File: src/rtl/spi_slave.sv
// SPI mode-0 slave: synchronises sclk/ss/mosi into the system clock domain, shifts words
// MSB first, and exchanges them through a ready/valid rx stream and a one-entry tx holding register.
module spi_slave #(
  parameter int DATA_WIDTH  = 8,
  parameter int SYNC_STAGES = 2
) (
  input  logic                  io_mainClk,
  input  logic                  io_asyncResetn,
  input  logic                  io_spiSlave_sclk,
  input  logic                  io_spiSlave_ss,
  input  logic                  io_spiSlave_mosi,
  output logic                  io_spiSlave_miso,
  output logic                  io_spiSlave_misoEnable,
  output logic                  io_rx_valid,
  input  logic                  io_rx_ready,
  output logic [DATA_WIDTH-1:0] io_rx_payload,
  input  logic                  io_tx_valid,
  output logic                  io_tx_ready,
  input  logic [DATA_WIDTH-1:0] io_tx_payload,
  output logic                  io_overrun,
  output logic                  io_underrun,
  input  logic                  io_clearFlags
);

  localparam int CNT_W = (DATA_WIDTH > 1) ? $clog2(DATA_WIDTH) : 1;

  typedef enum logic [1:0] {ST_ARM, ST_IDLE, ST_ACTIVE} state_t;

  logic [SYNC_STAGES-1:0] sclk_sync;
  logic [SYNC_STAGES-1:0] ss_sync;
  logic [SYNC_STAGES-1:0] mosi_sync;
  logic                   sclk_d;
  logic                   ss_d;
  logic [SYNC_STAGES:0]   fill;

  state_t                 state;
  state_t                 state_nxt;
  logic                   word_begin;
  logic                   abort;

  logic [CNT_W-1:0]       cnt;
  logic [DATA_WIDTH-1:0]  rx_shift;
  logic [DATA_WIDTH-1:0]  tx_shift;
  logic [DATA_WIDTH-1:0]  hold;
  logic                   hold_full;
  logic                   reload_pend;

  logic sclk_s, ss_s, mosi_s, fill_done;
  logic sclk_rise, sclk_fall, ss_fall;
  logic active, sample_edge, shift_edge, last_bit, word_done;
  logic load_tx, rx_accept, rx_drop, tx_take, underrun_set;
  logic [DATA_WIDTH-1:0] rx_word;

  assign sclk_s    = sclk_sync[SYNC_STAGES-1];
  assign ss_s      = ss_sync[SYNC_STAGES-1];
  assign mosi_s    = mosi_sync[SYNC_STAGES-1];
  assign fill_done = fill[SYNC_STAGES];

  assign sclk_rise = sclk_s & ~sclk_d;
  assign sclk_fall = ~sclk_s & sclk_d;
  assign ss_fall   = ~ss_s & ss_d;

  // --- input synchronisers and edge-detect delay stage
  always_ff @(posedge io_mainClk or negedge io_asyncResetn) begin
    if (!io_asyncResetn) begin
      sclk_sync <= '0;
      ss_sync   <= '1;
      mosi_sync <= '0;
      sclk_d    <= 1'b0;
      ss_d      <= 1'b1;
      fill      <= '0;
    end else begin
      sclk_sync <= {sclk_sync[SYNC_STAGES-2:0], io_spiSlave_sclk};
      ss_sync   <= {ss_sync[SYNC_STAGES-2:0], io_spiSlave_ss};
      mosi_sync <= {mosi_sync[SYNC_STAGES-2:0], io_spiSlave_mosi};
      sclk_d    <= sclk_s;
      ss_d      <= ss_s;
      fill      <= {fill[SYNC_STAGES-1:0], 1'b1};
    end
  end

  // ST_ARM holds off until the synchroniser carries the real pin and ss is seen high,
  // so a reset released with ss already low cannot fake a falling edge.
  always_ff @(posedge io_mainClk or negedge io_asyncResetn) begin
    if (!io_asyncResetn) state <= ST_ARM;
    else                 state <= state_nxt;
  end

  always_comb begin
    state_nxt  = state;
    word_begin = 1'b0;
    abort      = 1'b0;
    case (state)
      ST_ARM:    if (fill_done && ss_s) state_nxt = ST_IDLE;
      ST_IDLE:   if (ss_fall) begin
                   state_nxt  = ST_ACTIVE;
                   word_begin = 1'b1;
                 end
      ST_ACTIVE: if (ss_s) begin
                   state_nxt = ST_IDLE;
                   abort     = 1'b1;
                 end
      default:   state_nxt = ST_ARM;
    endcase
  end

  assign active       = (state == ST_ACTIVE) && !ss_s;
  assign sample_edge  = active & sclk_rise;
  assign shift_edge   = active & sclk_fall;
  assign last_bit     = (cnt == CNT_W'(DATA_WIDTH - 1));
  assign word_done    = sample_edge & last_bit;
  assign rx_word      = {rx_shift[DATA_WIDTH-2:0], mosi_s};
  assign load_tx      = word_begin | (shift_edge & reload_pend);
  assign rx_accept    = word_done & (~io_rx_valid | io_rx_ready);
  assign rx_drop      = word_done & ~rx_accept;
  assign tx_take      = io_tx_valid & ~hold_full;
  assign underrun_set = load_tx & ~hold_full;

  // --- shift datapath, holding register and stream/flag state
  always_ff @(posedge io_mainClk or negedge io_asyncResetn) begin
    if (!io_asyncResetn) begin
      cnt           <= '0;
      rx_shift      <= '0;
      tx_shift      <= '1;
      hold          <= '0;
      hold_full     <= 1'b0;
      reload_pend   <= 1'b0;
      io_rx_valid   <= 1'b0;
      io_rx_payload <= '0;
      io_overrun    <= 1'b0;
      io_underrun   <= 1'b0;
    end else begin
      if (abort || word_begin)  cnt <= '0;
      else if (sample_edge)     cnt <= last_bit ? '0 : cnt + CNT_W'(1);

      if (sample_edge) rx_shift <= rx_word;

      if (abort)           tx_shift <= '1;
      else if (load_tx)    tx_shift <= hold_full ? hold : '1;
      else if (shift_edge) tx_shift <= {tx_shift[DATA_WIDTH-2:0], 1'b1};

      if (load_tx && hold_full) hold_full <= 1'b0;
      else if (tx_take)         hold_full <= 1'b1;
      if (tx_take) hold <= io_tx_payload;

      if (abort)           reload_pend <= 1'b0;
      else if (word_done)  reload_pend <= 1'b1;
      else if (shift_edge) reload_pend <= 1'b0;

      if (rx_accept)                     io_rx_valid <= 1'b1;
      else if (io_rx_valid && io_rx_ready) io_rx_valid <= 1'b0;
      if (rx_accept) io_rx_payload <= rx_word;

      if (rx_drop)            io_overrun <= 1'b1;
      else if (io_clearFlags) io_overrun <= 1'b0;

      if (underrun_set)       io_underrun <= 1'b1;
      else if (io_clearFlags) io_underrun <= 1'b0;
    end
  end

  assign io_spiSlave_miso       = tx_shift[DATA_WIDTH-1];
  assign io_spiSlave_misoEnable = ~ss_s;
  assign io_tx_ready            = ~hold_full;

endmodule

File: config.mk
export PLATFORM = sky130hd
export DESIGN_NAME = spi_slave
export DESIGN_NICKNAME = d
export VERILOG_FILES = /design/src/rtl/spi_slave.sv
export SDC_FILE = /design/constraint.sdc
export NUM_CORES = 1
export LEC_CHECK = 0
export CAP_MARGIN = 20
export CORE_ASPECT_RATIO = 2
export CORE_MARGIN = 2
export CORE_UTILIZATION = 30
export CTS_BUF_LIST = sky130_fd_sc_hd__clkbuf_4 sky130_fd_sc_hd__clkbuf_8
export CTS_CLUSTER_DIAMETER = 30
export CTS_CLUSTER_SIZE = 30
export DETAILED_ROUTE_END_ITERATION = 10
export PLACE_DENSITY = 0.53
export RECOVER_POWER = 100
export SLEW_MARGIN = 20
export SYNTH_ARGS = -nofsm -noshare
export SYNTH_HDL_FRONTEND = slang
export SYNTH_SLANG_ARGS = --single-unit
File: constraint.sdc
create_clock -name io_mainClk -period 4.75 [get_ports io_mainClk]
set_input_delay 0.95 -clock io_mainClk [delete_from_list [all_inputs] [get_ports io_mainClk]]
set_output_delay 0.95 -clock io_mainClk [all_outputs]
set_load 0.005 [all_outputs]
==> results of run 1 <==
cell usage after synthesis (all sizes together) (2+ instances only):
cell and instances:
clkbuf 3, dfstp 11, nand3b 2, o22ai 3
buf 4, nand2 11, a21oi 2, ha 2
o22a 7, nand2b 4, a32oi 7, a22o 3
o21ai 9, mux2 16, nor2 9, nor2b 2
inv 12, dfrtp 41
flip-flops by register name, indices dropped and copies added (netlist names), 2 cells and up:
register / count
rx_shift: 7
fill: 3
cnt: 3
state: 2
mosi_sync: 2
sclk_sync: 2
io_rx_payload: 8
ss_sync: 2
tx_shift: 8
hold: 8
report_power, final:
part / switching, W / total (W) / internal, W
combinational: 0.0000911 / 0.000195 / 0.000103
sequential: 0.0000430 / 0.000590 / 0.000547
clock: 0.000138 / 0.000260 / 0.000122
total: 0.000272 / 0.00104 / 0.000772
how the worst max path moves through the flow:
stage | startpoint | endpoint | slack [ns] | depth (start not counted)
floorplan | io_tx_valid | hold[1] | 3.01 | 4
CTS | ss_sync[1] | io_spiSlave_misoEnable | 2.23 | 2
global placement | io_tx_valid | hold[0] | 2.10 | 3
global route | ss_sync[1] | io_spiSlave_misoEnable | 1.90 | 2
detailed placement | io_tx_valid | hold[0] | 2.08 | 3
finish | ss_sync[1] | io_spiSlave_misoEnable | 2.05 | 2
layer usage:
layer | global-route usage [%] | vias up | part of all wire, %
met5 | 0 | - | 0
met4 | 7.50 | 0 | 3.3
met3 | 3.14 | 6 | 3.3
met2 | 20.6 | 23 | 55
met1 | 11.4 | 633 | 39
li1 | - | 625 | -
cells in the final DEF, fill, tap and decap left out, types with 3 or more instances in the layout:
cell type        count
o22a_1               7
clkbuf_8             5
nand2b_1             4
o21ai_0              9
dfstp_2              9
o22ai_1              3
nor2_1               9
nand2_1             11
clkdlybuf4s50_1     11
inv_1               12
dfrtp_1             41
mux2_2              16
dlygate4sd3_1       17
clkbuf_4             3
a22o_1               3
a32oi_1              7
layout make-up:
class | count | area (um2)
tap | 88 | 110
fill | 700 | 4160
inverter | 12 | 45.0
clock buffer | 8 | 91.3
sequential | 52 | 1320
timing repair buffer | 30 | 293
multi-input combinational | 90 | 661
kinds of logic after synthesis:
kind of cell	after synthesis
other	1
multiplexers	16
AND/OR/NAND/NOR	34
flip-flops	52
adder cells (fa/ha/maj)	2
buffers and inverters	19
AO/OA/AOI/OAI	37
worst max-delay path: stages (launching register included):
cell           delay (ns)
dfstp_1              0.67
inv_1                0.17
dlygate4sd3_1        0.61
metrics by stage:
step	instance area, um2	hold slack, ns	total power, W	util, %
after floorplan	2080	0.331	0.000729	-
after global placement	2440	0.332	0.000799	36.6
after detailed placement	2440	0.336	0.000805	36.6
after CTS	2530	0.358	0.00107	38.0
after global routing	2510	0.369	0.00111	37.7
final	2510	0.354	0.00104	37.7
==> results.toml, run 1 <==
[run_status]
status = "completed"

[grt]
grt_overflow_total = 0
grt_first_pass_wirelength_um = 6660
grt_usage_pct = 11.5
antenna_found_initial = 0
grt_max_degree = 53
first_global_vias = 1365

[placed_design]
placed_cells = 272
place_ws_ns = 2.08
port_buffers = 29
place_hpwl_um = 2690
gp_congestion = 0.770

[die]
die_w_um = 62.8
coreArea_um2 = 6670
num_rows = 42
floorplan.initialDensity_pct = 31.1
io-pin-count = 30
dieHeight_um = 122
dieArea_um2 = 7650

[setup_path]
worst-endpoint-required_ns = 3.80
r2r_end = "io_rx_payload[7]"
endpoint_kind = "primary output"
ff2ff_path_depth = 4
critPathKind = "flop to primary output"
r2r_setup_slack_ns = 2.57
r2r-start = "ss_sync[1]"
path_max_fanout = 8
cp-start-kind = "flop"
crit_arrival_ns = 1.75

[sta]
setup_viol = 0
fin_skew_ns = 0.00655
period_share_pct = 56.9
fin_crit_ns = 2.70
rsz0062_at_grt = "no"
relSlewSlack_pct = 39.4
final-hold-violation-count = 0
slew_violations = 0
setup_slack_ns = 2.05
fmax_mhz = 370
worst_pin_slew_ns = 0.899
tns_ns = 0

[synth]
synth_seq_area_share_pct = 63.3
synth_top_family_by_area = "compound AO/OA/AOI/OAI gates"
synthDistinctLibCells = 35
synth_nets = 179
async_reset_ff_share_pct = 100
netlist_instances = 161
synth-seq-cells = 52
synth.area.top_cells = "dfrtp_1 (49%), dfstp_2 (14%), mux2_2 (8.7%), a32oi_1 (3.0%), o22a_1 (3.0%)"
synth_edf_count = 0
synth_top_area_share_pct = 49.4
synth_fa_ha_area_share_pct = 1.20
syn-cell-area_um2 = 2080
synth-xor-area-share_pct = 0
ys_warn_count = 0
synth-simple-area-share_pct = 9.58
synth_compound_area_share_pct = 13.1
synth_top_area_cell = "dfrtp_1"
syn_area_per_cell_um2 = 12.9
synth_mux_area_share_pct = 8.67
synth_flop_cell = "dfrtp_1"

[cts]
numCtsBuffers = 5
path_clk_slew_ns = 0.08
htreeDepth = 2
ctsLongestPathBuffers = 2
cts_tree = "done"
cts_root_buf = "clkbuf_8"
clkLatencyLatePin_ns = 0.31
cts_resized = 0
cts_num_sinks = 52
cts_setup_buffers = 0
cts_hold_buf = 0

[power_and_ir_drop]
ir_drop_v = 0.000200
p_per_area_nw_per_um2 = 415
p_leak_nw = 1.14

[drt]
drt_iter0_drc = 71
drc_errors = 0
vias = 1287
ant_nets = 0
wl_per_cell_um = 13.6
first_pass_iters = 3
vias_per_cell = 4.60
wirelength_um = 3820

[run]
maxCapViolCount = 0

[hold_path]
whs_path_depth = 0
hp-start = "fill[1]"
min_to = "fill[2]"
hp-class = "flop to flop"

[layout]
antenna_cells = 0
stdcell_count = 280
drive_gt1_share_pct = 19.3
nets = 209
areaGrowthSynthToFinish_pct = 21.1
No activity file was read; power rests on OpenSTA's default activity.
==> inputs of run 2 (changes only) <==
- clock period: 4.75 -> 2.6 ns (I/O delays scaled with it)
==> run 2 against run 1 <==
Die area is the same. Wire length down 2.2%. Global-route usage fell by 0.27 points. Utilization increased by 0.26 points. Clock power grew 94%. Non-clock buffer count grew 2. Sequential share of layout area decreased by 0.36 points. Hold slack barely moved. First-iteration DRC count decreased by 52%. Register-to-register slack got worse by 2.0 ns. Sequential power rose by 83%.
==> results.toml, run 2 (synthesis results as in run 1) <==
[run_status]
status = "completed"

[placed_design]
place_hpwl_um = 2750
gp_congestion = 0.732
port_buffers = 29
dpl_cell_area_um2 = 2460

[sta]
fmax_mhz = 464
tns_ns = 0
final-hold-violation-count = 0
slew_violations = 0
period_share_pct = 82.9
fin_skew_ns = 0.00873
rsz0062_at_grt = "no"
worst_pin_slew_ns = 1.24
fin_crit_ns = 2.16
setup_viol = 0
relSlewSlack_pct = 17.2

[power_and_ir_drop]
p_clk_share_pct = 26.0
p_leak_nw = 1.15
ir_drop_v = 0.000335
p_per_area_nw_per_um2 = 765
power.internal_w = 0.00144
p_switching_w = 0.000496
combPwrFrac_pct = 18.5
switching_share_pct = 25.6
seq_power_share_pct = 55.5

[cts]
path_clk_slew_ns = 0.09
cts_root_buf = "clkbuf_8"
numCtsBuffers = 5
cts_setup_buffers = 0
cts_tree = "done"
htreeDepth = 2
cts_hold_buf = 0
ctsLongestPathBuffers = 2
cts_resized = 0
clkLatencyLatePin_ns = 0.31
cts_num_sinks = 52

[drt]
drc_errors = 0
ant_nets = 0
wl_met3_um = 120
wirelength_met1_um = 1430
vias_per_cell = 4.65
first_pass_iters = 4
drt_iter0_drc = 34
vias = 1312
wirelength_um = 3730
wl_per_cell_um = 13.2
route.met2.wl_um = 2070
top_layer = "met4"

[grt]
grt_overflow_total = 0
first_global_vias = 1406
grt_max_degree = 53
grt_first_pass_wirelength_um = 6560
grt_usage_pct = 11.2
antenna_found_initial = 0

[die]
dieArea_um2 = 7650
num_rows = 42
floorplan.initialDensity_pct = 31.1
coreArea_um2 = 6670
io-pin-count = 30
die_w_um = 62.8
dieHeight_um = 122

[setup_path]
worst-endpoint-required_ns = 2.08
crit_arrival_ns = 1.64
path_max_fanout = 8
cp-start-kind = "flop"
endpoint_kind = "primary output"
critPathKind = "flop to primary output"

[layout]
fillCellCount = 692
areaGrowthSynthToFinish_pct = 21.9
final_cell_area_um2 = 2530
top_regs = "hold x8, io_rx_payload x8, tx_shift x8"
drive_gt1_share_pct = 19.6
nets = 211
final_common_cell = "dfrtp_1"
layout_common_cells = "dfrtp_1 (41), dlygate4sd3_1 (17), mux2_2 (16), inv_1 (12)"
fin_util_pct = 37.9
antenna_cells = 0

[run]
maxCapViolCount = 0

[hold_path]
hp-class = "flop to flop"
==> run 2: worst paths after layout <==
| path | slack, ns | depth (start not counted) | start | endpoint |
|---|---|---|---|---|
| setup / recovery | 0.44 | 2 | ss_sync[1] | io_spiSlave_misoEnable |
| hold / removal | 0.35 | 0 | sclk_sync[0] | sclk_sync[1] |
| setup reg to reg | 0.54 | 4 | ss_sync[1] | io_rx_payload[5] |
| hold reg to reg | 0.35 | 0 | sclk_sync[0] | sclk_sync[1] |
| max in group asynchronous | 1.29 | 2 | io_asyncResetn | io_rx_payload[5] |
| min in group asynchronous | 0.55 | 2 | io_asyncResetn | hold[7] |
==> run 2: final cells by class <==
| class | count | area [um2] | share of cell area [%] |
|---|---|---|---|
| sequential | 52 | 1320 | 51.9 |
| clock buffer | 8 | 104 | 4.10 |
| tap | 88 | 110 | 4.35 |
| timing repair buffer | 32 | 298 | 11.8 |
| inverter | 12 | 45.0 | 1.78 |
| multi-input combinational | 90 | 661 | 26.1 |
==> run 2: layer usage <==
metal,global-route usage [%],vias to the layer above
li1,-,626
met1,10.7,656
met2,20.7,23
met3,2.86,7
met4,7.50,0
met5,0,-
==> run 2: per-stage QoR <==
stage / std cells / hold WS (ns) / setup WS, ns / total power [W]
2_1_floorplan: 161 / 0.224 / 1.08 / 0.00133
3_3_place_gp: 274 / 0.331 / 0.763 / 0.00147
5_1_grt: 282 / 0.368 / 0.277 / 0.00206
3_5_place_dp: 274 / 0.335 / 0.692 / 0.00148
6_report: 282 / 0.354 / 0.444 / 0.00194
4_1_cts: 282 / 0.340 / 0.508 / 0.00199
==> run 2: power groups by stage <==
stage               clock [W]  sequential [W]  combinational [W]
finish               0.000504         0.00108           0.000359
global route         0.000555         0.00110           0.000410
CTS                  0.000529         0.00108           0.000385
detailed placement          0         0.00110           0.000384
global placement            0         0.00109           0.000381
floorplan                   0         0.00107           0.000258
==> run 2: worst max-delay path: stages, from the launching register on <==
cell	delay [ns]
dfstp_1	0.66
inv_1	0.17
clkdlybuf4s50_1	0.50
==> inputs of run 3 (changes only) <==
- clock period: 2.6 -> 2.2 ns (I/O delays scaled with it)
==> run 3 against run 2 <==
Global-route usage grew 0.33 points. Total power grew 17%. Highest routed layer unchanged. Register-to-register slack lost 0.21 ns. Critical endpoint unchanged. Die area is the same. Clock skew shrank 0.0053 ns. Sequential cell count is the same. Utilization grew 0.26 points.
==> results.toml, run 3 (synthesis results as in run 1) <==
[cts]
path_clk_slew_ns = 0.08
ctsLongestPathBuffers = 2
numCtsBuffers = 5
htreeDepth = 2
cts_root_buf = "clkbuf_8"
cts_hold_buf = 0
cts_tree = "done"
cts_setup_buffers = 0
cts_num_sinks = 52
cts_resized = 0
clkLatencyLatePin_ns = 0.31

[layout]
nets = 213
final_common_cell = "dfrtp_1"
layout_common_cells = "dfrtp_1 (41), mux2_2 (16), dlygate4sd3_1 (16), inv_1 (12), clkdlybuf4s50_1 (12)"
top_regs = "hold x8, io_rx_payload x8, tx_shift x8"
fillCellCount = 693
drive_gt1_share_pct = 19.4
stdcell_count = 284
final_cell_area_um2 = 2550
antenna_cells = 0
areaGrowthSynthToFinish_pct = 22.8

[power_and_ir_drop]
power_w = 0.00226
p_clk_share_pct = 24.9
p_per_area_nw_per_um2 = 886
power.internal_w = 0.00167
seq_power_share_pct = 56.0
combPwrFrac_pct = 19.2
switching_share_pct = 25.9
p_leak_nw = 1.15
p_switching_w = 0.000586
ir_drop_v = 0.000359

[grt]
grt_first_pass_wirelength_um = 6670
grt_usage_pct = 11.5
antenna_found_initial = 0
grt_max_degree = 23
first_global_vias = 1423
grt_overflow_total = 0

[sta]
final-hold-violation-count = 0
setup_viol = 0
tns_ns = 0
fin_crit_ns = 1.98
fin_skew_ns = 0.00345
slew_violations = 0
relSlewSlack_pct = 14.2
rsz0062_at_grt = "no"
fmax_mhz = 504
period_share_pct = 90.2
worst_pin_slew_ns = 1.29

[setup_path]
r2r_setup_slack_ns = 0.33
ff2ff_path_depth = 4
endpoint_kind = "primary output"
crit_arrival_ns = 1.54
path_max_fanout = 8
critPathKind = "flop to primary output"
r2r-start = "state[0]"
worst-endpoint-required_ns = 1.76
r2r_end = "io_rx_payload[1]"
cp-start-kind = "flop"

[drt]
first_pass_iters = 4
wirelength_um = 3880
wl_per_cell_um = 13.7
drt_iter0_drc = 28
vias_per_cell = 4.66
ant_nets = 0
vias = 1323
drc_errors = 0

[run_status]
status = "completed"

[die]
num_rows = 42
coreArea_um2 = 6670
dieArea_um2 = 7650
dieHeight_um = 122
io-pin-count = 30
floorplan.initialDensity_pct = 31.1
die_w_um = 62.8

[run]
maxCapViolCount = 0

[hold_path]
hp-class = "flop to flop"
min_to = "mosi_sync[1]"
whs_path_depth = 0
hp-start = "mosi_sync[0]"

[placed_design]
port_buffers = 29
placed_cells = 276
dpl_cell_area_um2 = 2490
gp_congestion = 0.760
place_hpwl_um = 2900
-- run 3: cell types whose count changed in the layout (fill, tap and decap cells not counted), sizes merged --
cell,delta
buf,+1
dlygate4sd3,-1
clkdlybuf4s50,+1
clkbuf,+1
-- run 3: worst max-delay path: stages (launching register included) --
cell	delay [ns]
dfstp_2	0.61
inv_1	0.13
clkdlybuf4s50_1	0.49
-- run 3: final cells by class --
cell class                      instances  area (um2)  share of cell area, %
Tap cell                               88         110                   4.32
Timing Repair Buffer                   34         323                   12.7
Sequential cell                        52        1320                   51.6
Multi-Input combinational cell         90         666                   26.1
Inverter                               12        45.0                   1.77
Clock buffer                            8        91.3                   3.58
-- run 3: layer usage --
| layer | up-vias | share of wire [%] | GRT usage, % | wire (um) |
|---|---|---|---|---|
| li1 | 632 | - | - | - |
| met1 | 660 | 37 | 11.1 | 1430 |
| met2 | 23 | 56 | 21.2 | 2180 |
| met3 | 8 | 3.7 | 3.23 | 143 |
| met4 | 0 | 3.0 | 7.22 | 117 |
| met5 | - | 0 | 0 | 0 |
-- run 3: power by group through the flow --
stage | registers [W] | logic [W] | clock network [W]
global route | 0.00129 | 0.000487 | 0.000617
global placement | 0.00129 | 0.000458 | 0
floorplan | 0.00127 | 0.000304 | 0
detailed placement | 0.00129 | 0.000459 | 0
finish | 0.00127 | 0.000433 | 0.000562
CTS | 0.00127 | 0.000461 | 0.000585
-- run 3: worst max-delay path by stage --
| stage | from | end | slack, ns | cells after the start |
|---|---|---|---|---|
| floorplan | ss_sync[1] | io_rx_payload[0] | 0.68 | 5 |
| global placement | state[1] | io_rx_payload[2] | 0.36 | 4 |
| detailed placement | state[1] | io_rx_payload[5] | 0.31 | 4 |
| CTS | ss_sync[1] | io_spiSlave_misoEnable | 0.18 | 2 |
| global route | state[1] | io_rx_payload[1] | 0.15 | 4 |
| finish | ss_sync[1] | io_spiSlave_misoEnable | 0.22 | 2 |
-- run 3: metrics by stage --
stage / util, % / worst slack, ns / hold WS (ns)
3_3_place_gp: 37.3 / 0.356 / 0.333
3_5_place_dp: 37.3 / 0.313 / 0.337
4_1_cts: 38.6 / 0.185 / 0.117
5_1_grt: 38.2 / 0.145 / 0.361
6_report: 38.2 / 0.216 / 0.354
2_1_floorplan: - / 0.681 / 0.144
